===== src/rtl/lsu_pkg.sv =====
// Shared types and constants for the load/store unit: funct3 codes, access
// size and FSM state enums, and the latched second-beat record.
package lsu_pkg;

  localparam int WORD_BYTES = 4;

  localparam logic [2:0] F3_LB  = 3'b000;
  localparam logic [2:0] F3_LH  = 3'b001;
  localparam logic [2:0] F3_LW  = 3'b010;
  localparam logic [2:0] F3_LBU = 3'b100;
  localparam logic [2:0] F3_LHU = 3'b101;

  typedef enum logic [1:0] {
    SIZE_BYTE    = 2'b00,
    SIZE_HALF    = 2'b01,
    SIZE_WORD    = 2'b10,
    SIZE_ILLEGAL = 2'b11
  } lsu_size_e;

  typedef enum logic {
    IDLE   = 1'b0,
    SECOND = 1'b1
  } lsu_state_e;

  // Everything beat 1 of a split access needs, captured at the beat-0 handshake.
  typedef struct packed {
    logic [1:0]  off;
    lsu_size_e   size;
    logic        uns;
    logic        write;
    logic [3:0]  be;
    logic [31:0] data;
    logic [31:0] lo;
  } lsu_pend_t;

  function automatic logic [3:0] size_mask(input lsu_size_e size);
    case (size)
      SIZE_BYTE: size_mask = 4'b0001;
      SIZE_HALF: size_mask = 4'b0011;
      SIZE_WORD: size_mask = 4'b1111;
      default:   size_mask = 4'b0000;
    endcase
  endfunction

  function automatic logic is_misaligned(input lsu_size_e size, input logic [1:0] off);
    is_misaligned = ((size == SIZE_HALF) && (off == 2'd3)) ||
                    ((size == SIZE_WORD) && (off != 2'd0));
  endfunction

endpackage


===== src/rtl/lsu_lane_extend.sv =====
// Sign/zero extension of an assembled, lane-0-aligned load value.
module lsu_lane_extend
  import lsu_pkg::*;
(
  input  logic [31:0] raw_i,
  input  lsu_size_e   size_i,
  input  logic        unsigned_i,
  output logic [31:0] ext_o
);

  always_comb begin
    ext_o = raw_i;
    case (size_i)
      SIZE_BYTE: ext_o = {{24{~unsigned_i & raw_i[7]}}, raw_i[7:0]};
      SIZE_HALF: ext_o = {{16{~unsigned_i & raw_i[15]}}, raw_i[15:0]};
      default:   ext_o = raw_i;
    endcase
  end

endmodule


===== src/rtl/load_store_unit.sv =====
// RV32I load/store front end for the vectorStorage memory; splits misaligned
// accesses into two word beats. LSU_MISALIGNED_TRAP_EN faults them instead.
module load_store_unit
  import lsu_pkg::*;
#(
  parameter int MEMORY_SIZE_BITS = 1024,
  parameter int ADRESS_SIZE      = 10
) (
  input  logic                   clk,
  input  logic                   reset,
  input  logic                   ReqValid,
  output logic                   ReqReady,
  input  logic                   ReqWrite,
  input  logic [2:0]             Funct3,
  input  logic [31:0]            Adress,
  input  logic [31:0]            StoreData,
  output logic                   RespValid,
  output logic [31:0]            LoadData,
  output logic                   MemEn,
  output logic                   WriteEnable,
  output logic [3:0]             ByteEn,
  output logic [ADRESS_SIZE-1:0] MemoryAdress,
  output logic [31:0]            InputData,
  input  logic [31:0]            MemData
`ifdef LSU_MISALIGNED_TRAP_EN
  ,
  output logic                   MisalignedFault
`endif
);

  localparam int NUM_WORDS = MEMORY_SIZE_BITS / 32;
  localparam int WIDX_W    = (NUM_WORDS > 1) ? $clog2(NUM_WORDS) : 1;

  lsu_state_e        state_q, state_d;
  lsu_pend_t         pend_q, pend_d;
  logic [WIDX_W-1:0] widx1_q;
  logic              resp_q, resp_d;
  logic [31:0]       load_q, load_d;
  logic              split_start;

  lsu_size_e         req_size;
  logic [1:0]        req_off;
  logic              req_illegal, req_mis, handshake;
  logic [WIDX_W-1:0] req_widx, req_widx_next, word_sel;
  logic [7:0]        be_wide;
  logic [63:0]       data_wide;
  logic [31:0]       aligned_raw, split_raw;

  logic [31:0]       ext_raw, ext_out;
  lsu_size_e         ext_size;
  logic              ext_uns;

  assign req_size    = lsu_size_e'(Funct3[1:0]);
  assign req_off     = Adress[1:0];
  assign req_illegal = (req_size == SIZE_ILLEGAL);
  assign req_mis     = is_misaligned(req_size, req_off);
  assign ReqReady    = !reset && (state_q == IDLE);
  assign handshake   = ReqValid && ReqReady;

  // Word index wraps at the storage size; address bits above it are dropped.
  assign req_widx      = WIDX_W'(Adress[31:2] % 30'(NUM_WORDS));
  assign req_widx_next = (req_widx == WIDX_W'(NUM_WORDS - 1)) ? '0 : req_widx + WIDX_W'(1);

  // Shifting into a double-width window gives beat 0 in the low half and
  // the spill-over lanes for beat 1 in the high half.
  assign be_wide   = {4'b0000, size_mask(req_size)} << req_off;
  assign data_wide = {32'b0, StoreData} << {req_off, 3'b000};

  assign aligned_raw = MemData >> {req_off, 3'b000};
  assign split_raw   = 32'({MemData, pend_q.lo} >> {pend_q.off, 3'b000});

  assign pend_d.off   = req_off;
  assign pend_d.size  = req_size;
  assign pend_d.uns   = Funct3[2];
  assign pend_d.write = ReqWrite;
  assign pend_d.be    = be_wide[7:4];
  assign pend_d.data  = data_wide[63:32];
  assign pend_d.lo    = MemData;

  assign MemoryAdress = ADRESS_SIZE'({word_sel, 5'b00000});
  assign RespValid    = resp_q;
  assign LoadData     = load_q;

  lsu_lane_extend u_ext (
    .raw_i      (ext_raw),
    .size_i     (ext_size),
    .unsigned_i (ext_uns),
    .ext_o      (ext_out)
  );

`ifdef LSU_MISALIGNED_TRAP_EN
  logic fault_q, fault_d;
  assign MisalignedFault = fault_q;
`endif

  always_comb begin
    state_d     = state_q;
    resp_d      = 1'b0;
    load_d      = load_q;
    split_start = 1'b0;
    MemEn       = 1'b0;
    WriteEnable = 1'b0;
    ByteEn      = 4'b0000;
    word_sel    = req_widx;
    InputData   = data_wide[31:0];
    ext_raw     = aligned_raw;
    ext_size    = req_size;
    ext_uns     = Funct3[2];
`ifdef LSU_MISALIGNED_TRAP_EN
    fault_d     = 1'b0;
`endif
    if (!reset) begin
      case (state_q)
        IDLE: begin
          if (handshake) begin
            resp_d = 1'b1;
            if (req_illegal) begin
              load_d = 32'h0;
            end else if (req_mis) begin
`ifdef LSU_MISALIGNED_TRAP_EN
              load_d  = 32'h0;
              fault_d = 1'b1;
`else
              MemEn       = 1'b1;
              WriteEnable = ReqWrite;
              ByteEn      = be_wide[3:0];
              resp_d      = 1'b0;
              split_start = 1'b1;
              state_d     = SECOND;
`endif
            end else begin
              MemEn       = 1'b1;
              WriteEnable = ReqWrite;
              ByteEn      = be_wide[3:0];
              load_d      = ReqWrite ? 32'h0 : ext_out;
            end
          end
        end
        SECOND: begin
          state_d     = IDLE;
          MemEn       = 1'b1;
          WriteEnable = pend_q.write;
          ByteEn      = pend_q.be;
          word_sel    = widx1_q;
          InputData   = pend_q.data;
          ext_raw     = split_raw;
          ext_size    = pend_q.size;
          ext_uns     = pend_q.uns;
          resp_d      = 1'b1;
          load_d      = pend_q.write ? 32'h0 : ext_out;
        end
        default: state_d = IDLE;
      endcase
    end
  end

  always_ff @(posedge clk) begin
    if (reset) begin
      state_q <= IDLE;
      resp_q  <= 1'b0;
      load_q  <= 32'h0;
      pend_q  <= '0;
      widx1_q <= '0;
`ifdef LSU_MISALIGNED_TRAP_EN
      fault_q <= 1'b0;
`endif
    end else begin
      state_q <= state_d;
      resp_q  <= resp_d;
      load_q  <= load_d;
`ifdef LSU_MISALIGNED_TRAP_EN
      fault_q <= fault_d;
`endif
      if (split_start) begin
        pend_q  <= pend_d;
        widx1_q <= req_widx_next;
      end
    end
  end

endmodule


===== config.mk =====
export PLATFORM = sky130hd
export DESIGN_NAME = load_store_unit
export DESIGN_NICKNAME = d
export VERILOG_FILES = /design/src/rtl/lsu_pkg.sv /design/src/rtl/lsu_lane_extend.sv /design/src/rtl/load_store_unit.sv
export SDC_FILE = /design/constraint.sdc
export NUM_CORES = 1
export LEC_CHECK = 0
export BUFFER_PORTS_ARGS = -buffer_cell sky130_fd_sc_hd__buf_2
export CAP_MARGIN = 10
export CORE_MARGIN = 1.5
export CORE_UTILIZATION = 25
export DETAILED_ROUTE_END_ITERATION = 16
export PLACE_DENSITY = 0.54
export SYNTH_ARGS = -nofsm -noshare
export SYNTH_HDL_FRONTEND = slang
export SYNTH_HIERARCHICAL = 1
export SYNTH_SLANG_ARGS = --single-unit

===== constraint.sdc =====
create_clock -name clk -period 3.36 [get_ports clk]
set_clock_uncertainty 0.05 [all_clocks]
set_input_delay 0 -clock clk [delete_from_list [all_inputs] [get_ports clk]]
set_output_delay 0 -clock clk [all_outputs]
set_load 0.05 [all_outputs]

Word level (Yosys, flattened, before mapping)

Index checks and enable logic that the tools add are counted.

Flip-flop bits (word level): 113
Input bits: 103
Logic and storage cells: 79

Equality and inequality tests: 8
Muxes and demuxes: 41
Bitwise operators: 4
Shift-type cells: 4
Reductions and logical operators: 10
Add/subtract/negate cells: 1

Operator list:

| operator                                             | number |
|---|---|
| 2-to-1 mux 32 bit                                    | 9 |
| one-hot mux 32 bit (2 select lines)                  | 2 |
| << shifter 32 x 5 -> 64 bit                          | 1 |
| >> shifter 64 x 5 -> 32 bit                          | 1 |
| >> shifter 32 x 5 -> 32 bit                          | 1 |
| 2-to-1 mux 1 bit                                     | 16 |
| 2-to-1 mux 5 bit                                     | 3 |
| 2-to-1 mux 4 bit                                     | 3 |
| one-hot mux 4 bit (3 select lines)                   | 1 |
| one-hot mux 1 bit (2 select lines)                   | 4 |
| one-hot mux 4 bit (2 select lines)                   | 1 |
| << shifter 4 x 2 -> 8 bit                            | 1 |
| equality test 2 bit (second input constant)          | 3 |
| adder 5 x 1 -> 5 bit (second input constant)         | 1 |
| equality test 5 bit (second input constant)          | 1 |
| equality test 2 x 1 -> 1 bit (second input constant) | 2 |
| logical AND 1 bit                                    | 4 |
| zero test 2 bit                                      | 2 |
| 2-to-1 mux 2 bit                                     | 2 |
| inequality test 3 bit (second input constant)        | 1 |
| AND 1 bit                                            | 2 |
| inequality test 2 bit (second input constant)        | 1 |
| inverter 1 bit                                       | 2 |
| AND reduction 2 bit                                  | 1 |
| other kinds (3)                                      | 3 |

Longest topological paths before layout

Gate-level depths: netlist of the first run.

Depth in word-level cells: 10
Gate-level depth with buffers: 14

Modules after synthesis

The synthesis of the first run kept the hierarchy.

By module, submodules not included:

| module          | area each (um^2) | cells each | sequential area each (um^2) | instances |
|---|---|---|---|---|
| load_store_unit | 6,572.6          | 812        | 2,082.0                     | 1 |
| lsu_lane_extend | 355.3            | 67         | 0.0                         | 1 |

Worst setup path after synthesis of the first run

No wires, ideal clock.

Path kind: reg-to-output
Start: register state_q
End: output port InputData[14]
Stages on the path, launching flop included: 8
Arrival: 2.304 ns
Slack: 1.006 ns
Path buffers: 4
Cells stage by stage: dfxtp_1 -> buf_2 -> nor2b_1 -> buf_2 -> or2_1 -> clkbuf_1 -> buf_2 -> o21ai_0

Word-level cells in the longest chain between the ends: 2

Ends and longest elaborated chain:

| item                   | line                   | text |
|---|---|---|
| from (decl)            | load_store_unit.sv:34  | `lsu_state_e state_q, state_d;` |
| from (signal assigned) | load_store_unit.sv:168 | `state_q <= state_d;` |
| 2-to-1 mux 32 bit      | load_store_unit.sv:113 | `case (state_q)` |
| 2-to-1 mux 32 bit      | load_store_unit.sv:112 | `if (!reset) begin` |
| to (decl)              | load_store_unit.sv:23  | `output logic [31:0] InputData,` |

No other way between the ends.

Final worst setup path of the first run

Start: register state_q
End: register load_q[22], in the netlist LoadData[22]

Elaborated cells between the ends (all ways): 24
Those cells by class: eq/ne: 3; mux: 13; bitwise: 4; reduce/logical: 4

RTL lines:

| item                                                            | line                   | text |
|---|---|---|
| 2-to-1 mux 2 bit *                                              | load_store_unit.sv:113 |  |
| 2-to-1 mux 2 bit *                                              | load_store_unit.sv:112 |  |
| named net ext_size[0]                                           | load_store_unit.sv:50  | `lsu_size_e ext_size;` |
| equality test 2 x 1 -> 1 bit or zero test 2 bit (tied branches) | lsu_lane_extend.sv:13  | `case (size_i)` |
| one-hot mux 32 bit (2 select lines) *                           | lsu_lane_extend.sv:13  |  |
| named net ext_out[22]                                           | load_store_unit.sv:49  | `logic [31:0] ext_raw, ext_out;` |
| 2-to-1 mux 32 bit                                               | load_store_unit.sv:135 | `load_d = ReqWrite ? 32'h0 : ext_out;` |
| 2-to-1 mux 32 bit                                               | load_store_unit.sv:119 | `end else if (req_mis) begin` |
| 2-to-1 mux 32 bit                                               | load_store_unit.sv:117 | `if (req_illegal) begin` |
| 2-to-1 mux 32 bit                                               | load_store_unit.sv:115 | `if (handshake) begin` |
| one-hot mux 32 bit (2 select lines) *                           | load_store_unit.sv:113 |  |
| to (signal assigned)                                            | load_store_unit.sv:170 | `load_q <= load_d;` |
| to (decl)                                                       | load_store_unit.sv:38  | `logic [31:0] load_q, load_d;` |

Mark *: on every way through the listed nets, which the timed path passes. The rest lies on a longest branch. The select of a mux whose other input is x is not followed.
A chain may end at the register's enable or synchronous reset.

==> impl_results.md, run 1 <==
* Clk_lat worst skew at 0.36 ns
* TritonRoute pass-1 iters at 5
* ANT nets after route at 0
* Actual slew at the worst max-slew pin at 1.04 ns
* Via count at 6704
* Final Max Slew Viols at 0
* Crit-path max FO at 27
* Fill count at 2881
* EDFF count, synth at 0
* Total grt overflow at 0
* HP Start: Adress[6]
* CTS tree: built
* Seq/Total Area, Yosys at 0.301
* Final min period at 2.84 ns
* Post-DP HPWL at 16.3 mm
* Met2 wire len at 10.1 mm
* Total track usage at 0.159
* Unrepaired setup endpoints after global routing: no
* Height of the die at 169 um
* Core area at 0.0271 mm^2
* Wire length per cell at 16.2 um
* Layout cells sized above 1 at 0.242
* Top sig layer: met5
* Endpoints failing hold at 0
* Most frequent cells in the layout: 252 x nand2_1, 154 x buf_2, 103 x dfxtp_1
* Startpoint types: flip-flop
* Vias per cell at 4.77
* Final setup violation count at 0
* Async SR Flop Fraction at 0
* #FFs+latches synth at 104
* RePlAce Congestion at 0.858
* Layout area overhead at 25.1%
* Main flop type after synthesis: dfxtp_1
* Reg area at 0.00208 mm^2
* Distinct cells, synth at 47
* Residual DRC count at 0
* Inst Count DP at 1331
* Worst r2r src: state_q
* Critical path endpoint category: flip-flop
* Total of max-cap violations at 0
* Final WL at 22.7 mm
* WL met3 at 924 um
* Highest clock rate at 0.352 GHz
* Iteration-0 DRC Markers at 419
* Die area at 0.0287 mm^2
* Area of the multi-input gates at 0.00430 mm^2
* Nets at 1135
* Initial core utilization at 0.256
* Row count at 60
* Final period util at 0.845
* Number of buffers added on ports at 154
* WL met1 at 11.2 mm
* CP Class: flip-flop to flip-flop
* Post-CTS Setup Inserts at 0
* CP Data Required Time at 3.54 ns
* CTS root buffer: clkbuf_16
* P per Cell Area at 360 mW/mm^2
* Vias in the first global route at 6388
* Final Util at 0.320
* Leakage Power at 3.49 nW
* Die width at 169 um
* Rel. slew slack at 0.298
* Global-route wire length before repair at 35.8 mm
* Reg clk slew, reported paths at 0.08 ns
* Initial antenna violation count at 3
* Mapped Avg Cell Area at 7.88 um^2
* Largest net degree at the start of global routing at 73
* Cell Area, Synth at 0.00693 mm^2
* Status: finished, final reports clean
* Final non-filler cell total at 1405
* I/O pin count at 185
* Clock buffer depth at 2
* Post-Syn Instances at 879
* H-tree levels at 3
* Worst Hold Class: primary input to flip-flop
* Arrival @ worst endpoint at 3.02 ns
* Clk sinks at 104
* Synthesis warning total at 6
* Commonest non-fill, non-tap cell in the layout: nand2_1
* Crit path launch: state_q
* Peak supply drop at 223 uV
* Cts bufs inserted at 9
* Post-route total power at 3.12 mW
* Setup TNS at 0 ns
state kept, by name (all words and copies together), names as in the netlist:
| signal | count |
|---|---|
| pend_q | 65 |
| LoadData | 32 |
| widx1_q | 5 |
| RespValid | 1 |
| state_q | 1 |
power breakdown:
group | total, mW | internal [mW] | switching, mW
Combinational | 0.781 | 0.264 | 0.517
Sequential | 1.28 | 1.26 | 0.0182
Clock | 1.07 | 0.525 | 0.543
Total | 3.12 | 2.05 | 1.08
synth_stat cells (all sizes together) (8+ instances only):
cell type | n | area (um^2)
nand2 | 252 | 946
clkbuf | 27 | 103
mux4 | 32 | 721
a211oi | 16 | 120
mux2 | 16 | 180
buf | 71 | 463
dfxtp | 104 | 2080
nand3 | 19 | 95.1
nor2 | 53 | 199
a22o | 17 | 149
mux2i | 67 | 674
a21oi | 85 | 429
nor2b | 11 | 68.8
nor3 | 12 | 65.1
o21ai | 53 | 269
o211ai | 8 | 60.1
cells by family after synthesis:
| group | count (synthesis) | share of synthesized area |
|---|---|---|
| AOI/OAI and AO/OA | 189 | 0.161 |
| xor gates and xnor gates | 2 | 0.00253 |
| adders and majority gates | 6 | 0.0108 |
| buffers and inverters | 102 | 0.0838 |
| DFF | 104 | 0.301 |
| muxes | 115 | 0.227 |
| other | 1 | 0.000541 |
| and+or+nand+nor | 360 | 0.214 |
worst max-delay path, stage by stage, from the launching register on:
cell and delay, ns:
dfxtp_1 0.55, nor2b_4 0.23, buf_4 0.31, nand2_1 0.09, o21ai_0 0.39, mux2i_2 0.74
o21ai_0 0.18, nand2_1 0.11, mux2i_1 0.07
layer usage:
layer,up-vias,global-route usage
li1,3320,-
met4,2,0.0539
met3,31,0.0224
met5,-,0
met1,3186,0.228
met2,165,0.243
through the flow:
stage	area (um^2)	setup slack [ns]	hold WS, ns
finish	8670	0.521	0.0242
global route	8670	0.233	0.0446
CTS	8660	0.481	0.0158
detailed placement	7810	0.498	0.220
global placement	7810	0.556	0.213
floorplan	6940	1.01	0.0860
timing repair:
item                      CTS  global route
hold buffers               56             0
hold endpoints to repair   54             0
gates resized for setup     0             0
final timing paths:
path                   to  slack (ns)  cells after the start
max reg2reg  LoadData[22]        0.52                      8
min            widx1_q[4]        0.02                      4
min reg2reg    pend_q[48]        0.40                      2
max          LoadData[22]        0.52                      8
layout make-up:
class | instances | share of cell area
inverter | 4 | 0.00173
timing repair buffer | 230 | 0.174
clock inverter | 6 | 0.00707
tap | 372 | 0.0537
sequential | 104 | 0.240
multi-input combinational | 677 | 0.496
clock buffer | 10 | 0.0264
antenna | 2 | 0.000577
Power figures use the tool's default switching activity.
==> inputs of run 2 (changes only) <==
--- a/config.mk
+++ b/config.mk
@@ -10,7 +10,7 @@
 export CORE_MARGIN = 1.5
 export CORE_UTILIZATION = 25
 export DETAILED_ROUTE_END_ITERATION = 16
-export PLACE_DENSITY = 0.54
+export PLACE_DENSITY = 0.55
 export SYNTH_ARGS = -nofsm -noshare
 export SYNTH_HDL_FRONTEND = slang
 export SYNTH_HIERARCHICAL = 1
==> constraint.sdc (replaced) <==
create_clock -name clk -period 2.6 [get_ports clk]
set_clock_uncertainty 0.05 [all_clocks]
set_input_delay 0 -clock clk [delete_from_list [all_inputs] [get_ports clk]]
set_output_delay 0 -clock clk [all_outputs]
set_load 0.05 [all_outputs]
==> run 2 against run 1 <==
Non-clock buffer count down 2; largest cell class unchanged; critical endpoint is now LoadData[21]; fmax up 22%; count of clock-buffer cells in the layout up 1.
==> impl_results.md, run 2 (synthesized netlist as in run 1, its figures left out) <==
* Core area at 0.0271 mm^2
* Final WL at 22.8 mm
* Clock buffer depth at 2
* Min Hold Slack at 0.0180 ns
* Vias in the first global route at 6359
* Setup TNS at 0 ns
* Residual DRC count at 0
* Placed Area at 0.00788 mm^2
* Unrepaired setup endpoints after global routing: no
* Worst Hold Class: primary input to flip-flop
* Reg area at 0.00208 mm^2
* Largest Register: pend_q
* Worst slack, placed at 0.283 ns
* Most frequent cells in the layout: 252 x nand2_1, 154 x buf_2, 103 x dfxtp_1
* Total track usage at 0.158
* Iteration-0 DRC Markers at 454
* Initial antenna violation count at 1
* TritonRoute pass-1 iters at 5
* Critical path endpoint category: flip-flop
* Height of the die at 169 um
* Ant. Diodes at 0
* Endpoints failing hold at 0
* Post-DP HPWL at 16.4 mm
* CTS tree: built
* Initial core utilization at 0.256
* Status: finished, final reports clean
* Row count at 60
* CP Data Required Time at 2.79 ns
* Clk_lat worst skew at 0.36 ns
* Startpoint types: flip-flop
* Final min period at 2.33 ns
* R2R Path End: LoadData[21]
* Final setup violation count at 0
* I/O pin count at 185
* Vias per cell at 4.82
* CP Class: flip-flop to flip-flop
* Arrival @ worst endpoint at 2.52 ns
* Min-Delay Endpoint: widx1_q[1]
* Actual slew at the worst max-slew pin at 0.791 ns
* Nets at 1133
* Wire length per cell at 16.3 um
* Final worst slack at 0.273 ns
* Leakage Power at 3.47 nW
* Die area at 0.0287 mm^2
* Post-layout instance area at 0.00863 mm^2
* Area of the multi-input gates at 0.00430 mm^2
* Final Util at 0.318
* Via count at 6759
* Layout cells sized above 1 at 0.254
* Layout area overhead at 24.6%
* Largest net degree at the start of global routing at 48
* Number of buffers added on ports at 154
* Total of max-cap violations at 0
* H-tree levels at 3
* Clk sinks at 104
* CTS root buffer: clkbuf_16
* Peak supply drop at 404 uV
* Commonest non-fill, non-tap cell in the layout: nand2_1
* Reg2Reg Setup Slack at 0.27 ns
* Worst r2r src: state_q
* Global-route wire length before repair at 35.7 mm
* ANT nets after route at 0
* Fill count at 2910
* Final period util at 0.895
* Crit-path max FO at 16
* P per Cell Area at 469 mW/mm^2
* Reg clk slew, reported paths at 0.07 ns
* RePlAce Congestion at 0.864
* Max FFs per register at 65
* Rel. slew slack at 0.462
* Final Max Slew Viols at 0
* Total grt overflow at 0
* Die width at 169 um
* Highest clock rate at 0.430 GHz
* Cts bufs inserted at 9
* Hold depth at 4
* Worst R2R Path Depth at 7
* HP Start: Adress[3]
run 2: per-layer routing:
layer / up-vias / wire length [um] / GRT usage
met5: - / 12 / 0
met2: 202 / 10300 / 0.247
li1: 3309 / - / -
met3: 28 / 1140 / 0.0233
met4: 2 / 418 / 0.0469
met1: 3218 / 10900 / 0.223
run 2: worst max path at each step:
stage	start	slack, ns	depth (start not counted)	end
final	state_q	0.27	7	LoadData[21]
after global routing	state_q	0.02	7	LoadData[29]
after CTS	state_q	0.28	8	LoadData[21]
after detailed placement	state_q	0.28	8	LoadData[21]
after global placement	state_q	0.32	8	LoadData[19]
after floorplan	state_q	0.25	7	InputData[14]
run 2: what timing repair did:
item / 4_1_cts / 5_1_grt
setup buffers: 0 / 0
resized for setup: 0 / 1
endpoints found under the hold margin: 53 / 0
hold buffers: 45 / 0
endpoints found under the setup margin: 0 / 1
run 2: cell type report:
type	instances	area share
Multi-Input combinational cell	677	0.499
Sequential cell	104	0.241
Timing Repair Buffer	228	0.170
Tap cell	372	0.0539
Clock buffer	11	0.0293
Clock inverter	5	0.00522
Inverter	4	0.00174
run 2: power breakdown:
part           switching (mW)  internal [mW]
sequential             0.0233           1.63
clock                   0.663          0.719
combinational           0.672          0.344
run 2: worst max-delay path, cell delays in order (launching register included):
cell	delay (ns)
dfxtp_1	0.54
nor2b_4	0.32
nand2_1	0.07
o21ai_0	0.16
mux2i_2	0.74
o21ai_0	0.16
nand2_1	0.11
mux2i_1	0.07
run 2: stage by stage:
step | power, mW | cells
final | 4.05 | 1401
after CTS | 4.10 | 1401
after detailed placement | 2.64 | 1340
after floorplan | 2.38 | 883
after global placement | 2.64 | 1340
after global routing | 4.25 | 1401
